[src/rtl/usb_stream_bridge.sv]
// Ready/valid byte-stream FIFO between the usb_uart receive and transmit pipelines,
// with push-time case transform, hold mode, fill level and a stretched activity LED.
module usb_stream_bridge #(
  parameter int unsigned WIDTH   = 8,
  parameter int unsigned DEPTH   = 16,
  parameter int unsigned STRETCH = 2400000
) (
  input  logic                   clk_48mhz,
  input  logic                   reset,
  input  logic [WIDTH-1:0]       in_data,
  input  logic                   in_valid,
  output logic                   in_ready,
  output logic [WIDTH-1:0]       out_data,
  output logic                   out_valid,
  input  logic                   out_ready,
  input  logic [1:0]             mode,
  output logic [$clog2(DEPTH):0] level,
  output logic                   led_act_n
);

  localparam int unsigned AW = $clog2(DEPTH);
  localparam int unsigned LW = AW + 1;
  localparam int unsigned CW = $clog2(STRETCH) + 1;

  logic [WIDTH-1:0] mem [DEPTH];
  logic [AW-1:0]    wr_ptr;
  logic [AW-1:0]    rd_ptr;
  logic [AW-1:0]    rd_ptr_next;
  logic [LW-1:0]    level_next;
  logic [CW-1:0]    stretch_cnt;
  logic [WIDTH-1:0] wdata;
  logic [WIDTH-1:0] head_next;
  logic             push;
  logic             pop;

  assign push = in_valid && in_ready;
  assign pop  = out_valid && out_ready;

  // Upper-case transform on the low byte, applied before the word is stored
  always_comb begin
    wdata = in_data;
    if ((mode == 2'd1) && (in_data[7:0] >= 8'h61) && (in_data[7:0] <= 8'h7A)) begin
      wdata[5] = 1'b0;
    end
  end

  // Next level, read pointer and head word; a push into an empty slot becomes the head directly
  always_comb begin
    level_next = level;
    if (push && !pop) begin
      level_next = level + LW'(1);
    end else if (!push && pop) begin
      level_next = level - LW'(1);
    end
    rd_ptr_next = pop ? rd_ptr + AW'(1) : rd_ptr;
    head_next   = mem[rd_ptr_next];
    if (push && (wr_ptr == rd_ptr_next)) begin
      head_next = wdata;
    end
  end

  always_ff @(posedge clk_48mhz) begin
    if (push && !reset) begin
      mem[wr_ptr] <= wdata;
    end
  end

  always_ff @(posedge clk_48mhz) begin
    if (reset) begin
      wr_ptr      <= '0;
      rd_ptr      <= '0;
      level       <= '0;
      in_ready    <= 1'b1;
      out_valid   <= 1'b0;
      out_data    <= '0;
      stretch_cnt <= '0;
      led_act_n   <= 1'b1;
    end else begin
      if (push) begin
        wr_ptr <= wr_ptr + AW'(1);
      end
      rd_ptr    <= rd_ptr_next;
      level     <= level_next;
      in_ready  <= (level_next != LW'(DEPTH));
      out_valid <= (level_next != '0) && (mode != 2'd2);
      out_data  <= head_next;
      // LED stays low for STRETCH cycles after the most recent pop
      if (pop) begin
        stretch_cnt <= CW'(STRETCH - 1);
      end else if (stretch_cnt != '0) begin
        stretch_cnt <= stretch_cnt - CW'(1);
      end
      led_act_n <= (stretch_cnt == '0) && !pop;
    end
  end

endmodule

[config.mk]
export PLATFORM = sky130hd
export DESIGN_NAME = usb_stream_bridge
export DESIGN_NICKNAME = d
export VERILOG_FILES = /design/src/rtl/usb_stream_bridge.sv
export SDC_FILE = /design/constraint.sdc
export NUM_CORES = 1
export LEC_CHECK = 0
export ABC_AREA = 1
export BUFFER_PORTS_ARGS = -buffer_cell sky130_fd_sc_hd__buf_2
export CAP_MARGIN = 20
export CORE_AREA = 2 2 146 148
export DETAILED_ROUTE_END_ITERATION = 16
export DIE_AREA = 0 0 148 150
export PLACE_DENSITY = 0.66
export SETUP_SLACK_MARGIN = 0.2
export SYNTH_ARGS = -nofsm -noshare
export SYNTH_HDL_FRONTEND = slang
export SYNTH_SLANG_ARGS = --single-unit
[constraint.sdc]
create_clock -name clk_48mhz -period 6 [get_ports clk_48mhz]
set_input_delay 1.2 -clock clk_48mhz [delete_from_list [all_inputs] [get_ports clk_48mhz]]
set_output_delay 1.2 -clock clk_48mhz [all_outputs]
set_load 0.01 [all_outputs]
# Yosys cells after proc, flatten, opt, wreduce, memory -nomap -nowiden
# Memory sizes are Yosys's and may differ from the RTL's. A register that Yosys moved wholly into a read port is not among the register bits.
# Cells that the tools add are included.
# word_totals
ff_bits	39
latchBits	0
ram_bits	128
rom_bits	0
in_bits	14
output_inout_bits	16
elab_cells	44
mem_count	1
# classes
add_sub_neg	5
multipliers	0
n_div	0
n_lt_le_gt_ge	2
n_eq_ne	3
shift	0
muxes	8
bitwise	0
reduce_logical	17
# mem_list
memory	depth	width	read_ports	rd_ports_with_merged_regs	write_ports	line	text
mem	16	8	1	1	1	25	logic [WIDTH-1:0] mem [DEPTH];
# op_table
operator	n
2-to-1 mux 22 bit	2
zero test 23 bit	1
nonzero test 23 bit	1
subtractor 23 x 1 -> 23 bit, second input constant	1
2-to-1 mux 5 bit	2
logical AND 1 bit	9
adder 4 x 1 -> 4 bit, second input constant	2
greater-or-equal comparator 8 x 7 -> 1 bit, second input constant	1
less-or-equal comparator 8 x 7 -> 1 bit, second input constant	1
adder 5 x 1 -> 5 bit, second input constant	1
!= test 5 bit, second input constant	1
nonzero test 5 bit	1
subtractor 5 x 1 -> 5 bit, second input constant	1
2-to-1 mux 4 bit	1
zero test 1 bit	3
2-to-1 mux 1 bit	3
equality test 2 x 1 -> 1 bit, second input constant	1
!= test 2 bit, second input constant	1
nonzero test 2 bit	1
OR reduction 2 bit	1

# Longest topological paths before layout
# Gate-level depths: netlist of the first run.
# logic_depth
depth_word	7
depth_mapped	12
depth_no_buf	12

# Worst setup path before layout of the first run
# No wires, ideal clock.
# synth_path
path_type	input port to flip-flop
startpoint	input port reset
endpoint	memory mem[13][0] (enable)
setup_time_ps	383
t_arrival_ps	2337
required_ps	5617
path_slack_ps	3280
path_stages	5
path_buffers	2
path_cell_list	buf_2 > clkinv_1 > nand2_1 > clkbuf_1 > nor3_1
# synth_via
elab_chain_len	4
# synth_lines
item	line	text
start: declaration	9	input logic reset,
zero test 1 bit	63	if (push && !reset) begin
logical AND 1 bit	63	
2-to-1 mux 1 bit	63	
2-to-1 mux 1 bit (not written as such)	64	mem[wr_ptr] <= wdata;
end: declaration	25	
# Every way passes these cells.

# Worst setup path after layout of the first run
# layout_path
startpoint	input port out_ready
endpoint	register out_data[2] (read register of mem)
# layout_via
elab_chain_len	2
# layout_lines
item	line	text
start: declaration	15	input logic out_ready,
logical AND 1 bit	37	assign pop = out_valid && out_ready;
2-to-1 mux 4 bit	55	rd_ptr_next = pop ? rd_ptr + AW'(1) : rd_ptr;
end: declaration	13	output logic [WIDTH-1:0] out_data,
# Every way passes these cells.
# A chain may end at the register's enable or synchronous reset.

==> flow_metrics.tcl, run 1 <==
set metrics [dict create \
    fin_skew_ns 0.0112 \
    async_flop_share_pct 0 \
    numCtsBuffers 17 \
    cts-hold-fix-buffers 0 \
    ys_types 31 \
    overflow 0 \
    clkPwrFrac_pct 32.6 \
    root_buffer "clkbuf_16" \
    dieArea_um2 22200 \
    grt_usage_pct 19.6 \
    grt_first_pass_wirelength_um 33200 \
    maxSlewViolCount 0 \
    switching_power_uw 1060 \
    required_ns 6.33 \
    max_freq_mhz 284 \
    cts_resized 0 \
    crit_chain "buf_2, nand2_1, nand2_2, nand2_2, buf_4, nand2_1, nand3_1, nand3_1, nand3_1, nand2_1, nor2_1, nor2_1" \
    ys_seq_area_share_pct 58.6 \
    grt_setup_unrepaired "false" \
    h-tree-depth 4 \
    die_x_um 148 \
    first_pass_iters 6 \
    die_height_um 150 \
    tightestPinTransition_ns 0.932 \
    synth-edff-count 128 \
    synthMostInstantiatedCell "nand2_1" \
    rows 53 \
    grt_pass1_vias 6059 \
    end_kind "flip-flop" \
    wl_per_cell_um 17.1 \
    final-setup-viol-count 0 \
    coreArea_um2 20700 \
    swShare_pct 32.2 \
    synth_warnings 0 \
    clk_pin_slew_ns 0.07 \
    cts_buffer_depth 2 \
    finalSetupTns_ns 0 \
    portBuffers 29 \
    relSlewSlack_pct 37.6 \
    crit_type "in -> reg" \
    min_period_over_period_pct 58.6 \
    final_util_pct 44.4 \
    critPathLaunchType "primary input" \
    diodes 0 \
    share_seq_of_total_power_pct 43.8 \
    crit_buf_inv 2 \
    dp_cells 1181 \
    drc_errors 0 \
    leakagePower_uw 0.00385 \
    totalWireLength_um 20700 \
    drt_iter0_markers 589 \
    hold_viol_final 0 \
    slowest_delay_ns 0.70 \
    syn_avg_cell_area_um2 9.11 \
    holdWs_ns 0.538 \
    ant_nets 0 \
    ys_seq_elements 175 \
    ir_drop_mv 0.243 \
    viasPerCell 5.14 \
    power.density_nw_per_um2 358 \
    crit_path_top_delay_cell "nand2_2" \
    crit_fanout 49 \
    tritoncts "done" \
    dpl.hpwl_um 13000 \
    hold_class "reg -> reg" \
    start_util_pct 39.5 \
    pwr-share-comb_pct 23.5 \
    fin_crit_ns 3.52 \
    layout-area-overhead-vs-synth_pct 12.5 \
    critPathArrivalTime_ns 3.84 \
    cts_setup_buffers 0 \
    final_nets 948 \
    synth_ff_type "edfxtp_1" \
    netlist_instances 896 \
    outcome "complete, no violations" \
    syn-num-nets 919 \
    grt_max_degree 51 \
    yosys.area.top_type "edfxtp_1" \
    gp_congestion 0.910 \
    worstSkewPairLatency_ns 0.43 \
    synth_commonest_cells "nand2_1, nand3_1, edfxtp_1" \
    p_int_uw 2230 \
    syn_area_um2 8170 \
    path_delay_family "simple AND/OR/NAND/NOR gates" \
    num_vias 6236 \
    finalInstanceArea_um2 9180 \
    synth_top_area_share_pct 47.1 \
    synthTopCellsByArea "edfxtp_1, dfxtp_1, nand3_1" \
    max_cap_violations 0 \
    numClockSinks 175 \
    antenna_found_initial 0 \
    fillers 1991 \
    drive_above_1_share_pct 10.0 \
    final_cells 1213 \
    ios 30 \
    post_dp_cell_area_um2 8620 \
]
-- path summary, 6_finish.rpt --
path                                      from                           end  slack (ns)  depth (start not counted)
setup / recovery                     out_ready        out_data[2]$_SDFF_PP0_        2.48                         12
hold / removal    stretch_cnt[19]$_SDFFE_PP0P_  stretch_cnt[19]$_SDFFE_PP0P_        0.54                          3
setup reg to reg          out_valid$_SDFF_PP0_        out_data[2]$_SDFF_PP0_        3.01                         11
hold reg to reg   stretch_cnt[19]$_SDFFE_PP0P_  stretch_cnt[19]$_SDFFE_PP0P_        0.54                          3
-- worst reg2reg max path: stages (launching register included) --
cell and delay, ns:
dfxtp_1 0.36, nand2_1 0.58, nand2_2 0.12, nand2_2 0.70
buf_4 0.45, nand2_1 0.10, nand3_1 0.10, nand3_1 0.11
nand3_1 0.10, nand2_1 0.06, nor2_1 0.17, nor2_1 0.06
-- cells by family (layout without fill, tap and decap cells) --
family,Yosys count,in the layout,synth area share (%)
AND/OR/NAND/NOR,499,499,28.4
flip-flops,175,175,58.6
buffers and inverters,147,189,7.14
AO/OA/AOI/OAI,56,56,3.43
XOR/XNOR,10,10,1.07
adder cells (fa/ha/maj),9,9,1.38
-- cell type report --
class	count	area [µm²]	area share [%]
Sequential cell	175	4780	52.1
Multi-Input combinational cell	574	2800	30.5
Clock buffer	21	460	5.01
Inverter	111	417	4.54
Tap cell	275	344	3.75
Timing Repair Buffer	46	273	2.97
Clock inverter	11	106	1.16
-- through the flow --
stage / total power (µW) / worst slack (ns)
global placement: 2230 / 2.06
detailed placement: 2240 / 2.03
finish: 3290 / 2.48
floorplan: 2040 / 3.28
global route: 3470 / 2.24
CTS: 3300 / 2.47
-- sequential cells by signal, summed over array words and instances (netlist names) --
register,count
stretch_cnt,23
wr_ptr,4
out_valid,1
mem,128
led_act_n,1
in_ready,1
level,5
rd_ptr,4
out_data,8
-- routing by layer --
metal / up-vias / track usage, % / share of wire, %
li1: 3025 / - / -
met3: 31 / 4.27 / 6.9
met2: 216 / 32.3 / 48
met4: 0 / 7.24 / 2.7
met1: 2964 / 25.4 / 43
met5: - / 0 / 0
-- cell usage in the layout (no fill, tap or decap), types with 19 or more instances in the layout --
cell      netlist  final
nand2_1       162    162
nand3_1       130    130
edfxtp_1      128    128
nor2_1        118    118
inv_1         107    107
nand3b_1       47     47
dfxtp_1        47     47
buf_2          16     29
o21ai_0        26     26
a21oi_1        23     23
nor3_1         19     19
-- power groups by stage --
stage / clock network [µW] / logic, µW / registers (µW)
6_report: 1070 / 774 / 1440
5_1_grt: 1130 / 891 / 1450
4_1_cts: 1090 / 778 / 1440
3_5_place_dp: 0 / 773 / 1470
3_3_place_gp: 0 / 762 / 1470
2_1_floorplan: 0 / 583 / 1450
Power figures use the tool's default switching activity.
==> run 2, diff against run 1 <==
--- a/config.mk
+++ b/config.mk
@@ -11,7 +11,7 @@
 export CORE_AREA = 2 2 146 148
 export DETAILED_ROUTE_END_ITERATION = 16
 export DIE_AREA = 0 0 148 150
-export PLACE_DENSITY = 0.66
+export PLACE_DENSITY = 0.68
 export SETUP_SLACK_MARGIN = 0.2
 export SYNTH_ARGS = -nofsm -noshare
 export SYNTH_HDL_FRONTEND = slang
==> constraint.sdc (replaced) <==
create_clock -name clk_48mhz -period 3 [get_ports clk_48mhz]
set_input_delay 0.6 -clock clk_48mhz [delete_from_list [all_inputs] [get_ports clk_48mhz]]
set_output_delay 0.6 -clock clk_48mhz [all_outputs]
set_load 0.01 [all_outputs]
==> flow_metrics.tcl, run 2 (synthesis gave the netlist of run 1 again) <==
set metrics [dict create \
    worstSkewPairLatency_ns 0.43 \
    hold_class "in -> reg" \
    relSlewSlack_pct 52.6 \
    r2r-start "rd_ptr[1]$_SDFF_PP0_" \
    drive_above_1_share_pct 10.9 \
    diodes 0 \
    p_int_uw 4680 \
    swShare_pct 31.0 \
    critPathLaunchType "flip-flop" \
    rr_worst_depth 11 \
    ant_nets 0 \
    most-common-layout-cells "nand2_1, nand3_1, edfxtp_1, nor2_1, inv_1" \
    gp_congestion 0.906 \
    grt_setup_unrepaired "false" \
    fillers 2005 \
    grt_usage_pct 18.6 \
    share_seq_of_total_power_pct 42.4 \
    clk_pin_slew_ns 0.07 \
    start_util_pct 39.5 \
    num_vias 6235 \
    post_dp_cell_area_um2 8710 \
    holdWs_ns 0.480 \
    grt_max_degree 49 \
    reg_top3 "mem (128), stretch_cnt (23), out_data (8)" \
    rows 53 \
    root_buffer "clkbuf_16" \
    layout-area-overhead-vs-synth_pct 14.2 \
    clkPwrFrac_pct 34.2 \
    critPathArrivalTime_ns 2.49 \
    die_x_um 148 \
    crit_path_end "out_data[3]$_SDFF_PP0_" \
    numCtsBuffers 17 \
    first_pass_iters 5 \
    pwr-share-comb_pct 23.4 \
    numClockSinks 175 \
    final-setup-viol-count 0 \
    coreArea_um2 20700 \
    dieArea_um2 22200 \
    crit_fanout 34 \
    rr_endpoint "out_data[3]$_SDFF_PP0_" \
    critPathLaunch "rd_ptr[1]$_SDFF_PP0_" \
    dpl.hpwl_um 13200 \
    maxSlewViolCount 0 \
    overflow 0 \
    totalWireLength_um 20200 \
    largest_reg_flops 128 \
    h-tree-depth 4 \
    max_freq_mhz 463 \
    dp_cells 1193 \
    required_ns 3.33 \
    antenna_found_initial 0 \
    leakagePower_uw 0.00394 \
    largest_register "mem" \
    wl_per_cell_um 16.5 \
    ir_drop_mv 0.434 \
    power.density_nw_per_um2 728 \
    cts_buffer_depth 2 \
    outcome "complete, no violations" \
    grt_pass1_vias 6051 \
    tritoncts "done" \
    portBuffers 29 \
    ios 30 \
    tightestPinTransition_ns 0.711 \
    fin_crit_ns 2.16 \
    switching_power_uw 2110 \
    end_kind "flip-flop" \
    finalInstanceArea_um2 9320 \
    fin_skew_ns 0.0103 \
    final_nets 960 \
    crit_type "reg -> reg" \
    hold_viol_final 0 \
    final_common_cell "nand2_1" \
    cts-hold-fix-buffers 0 \
    viasPerCell 5.09 \
    cts_setup_buffers 0 \
    cts_resized 0 \
    finalSetupTns_ns 0 \
    drc_errors 0 \
    min_from "mode[1]" \
    max_cap_violations 0 \
    grt_first_pass_wirelength_um 31700 \
    r2r_slack_ns 0.84 \
    die_height_um 150 \
    final_cells 1225 \
    drt_iter0_markers 510 \
    min_period_over_period_pct 72.0 \
]
## run 2: final cells by class
cell class                 instances  area, µm²  share of cell area [%]
clock inverter                     8        126                    1.36
multi-input combinational        574       2800                    30.0
tap                              275        344                    3.69
clock buffer                      24        492                    5.27
timing repair buffer              58        363                    3.89
sequential                       175       4780                    51.3
inverter                         111        417                    4.47
## run 2: metrics by stage
stage	setup WS, ns	total power (µW)	util, %
after floorplan	0.880	4080	-
after global routing	0.616	7110	45.1
after global placement	0.685	4480	42.1
after CTS	0.848	6810	45.1
final	0.839	6790	45.1
after detailed placement	0.626	4500	42.1
## run 2: worst min path at each step
stage	end	slack (ns)	cells past startpoint
finish	out_valid$_SDFF_PP0_	0.48	4
global route	out_valid$_SDFF_PP0_	0.50	4
CTS	out_valid$_SDFF_PP0_	0.46	4
detailed placement	wr_ptr[0]$_SDFFE_PP0P_	0.54	2
global placement	stretch_cnt[22]$_SDFFE_PP0P_	0.53	2
floorplan	stretch_cnt[22]$_SDFFE_PP0P_	0.50	2
## run 2: power by group through the flow
stage | Clock [µW] | Sequential, µW | Combinational, µW
2_1_floorplan | 0 | 2910 | 1170
5_1_grt | 2420 | 2890 | 1790
3_5_place_dp | 0 | 2930 | 1570
4_1_cts | 2350 | 2880 | 1580
3_3_place_gp | 0 | 2920 | 1560
6_report | 2320 | 2880 | 1590
## run 2: per-layer routing
metal  global-route usage (%)  vias to the layer above  part of all wire (%)
li1                         -                     3052                     -
met1                     23.9                     2978                    45
met2                     31.9                      176                    48
met3                     3.48                       29                   4.6
met4                     6.33                        0                   2.0
met5                        0                        -                     0
## run 2: critical path: stages (launching register included)
cell     delay (ns)
dfxtp_1        0.38
ha_1           0.25
nand3_1        0.09
nand2_1        0.09
inv_2          0.52
nand2_1        0.09
o21ai_0        0.14
inv_2          0.14
nand2_4        0.14
nand2_1        0.07
nor2_1         0.10
nor2_1         0.05
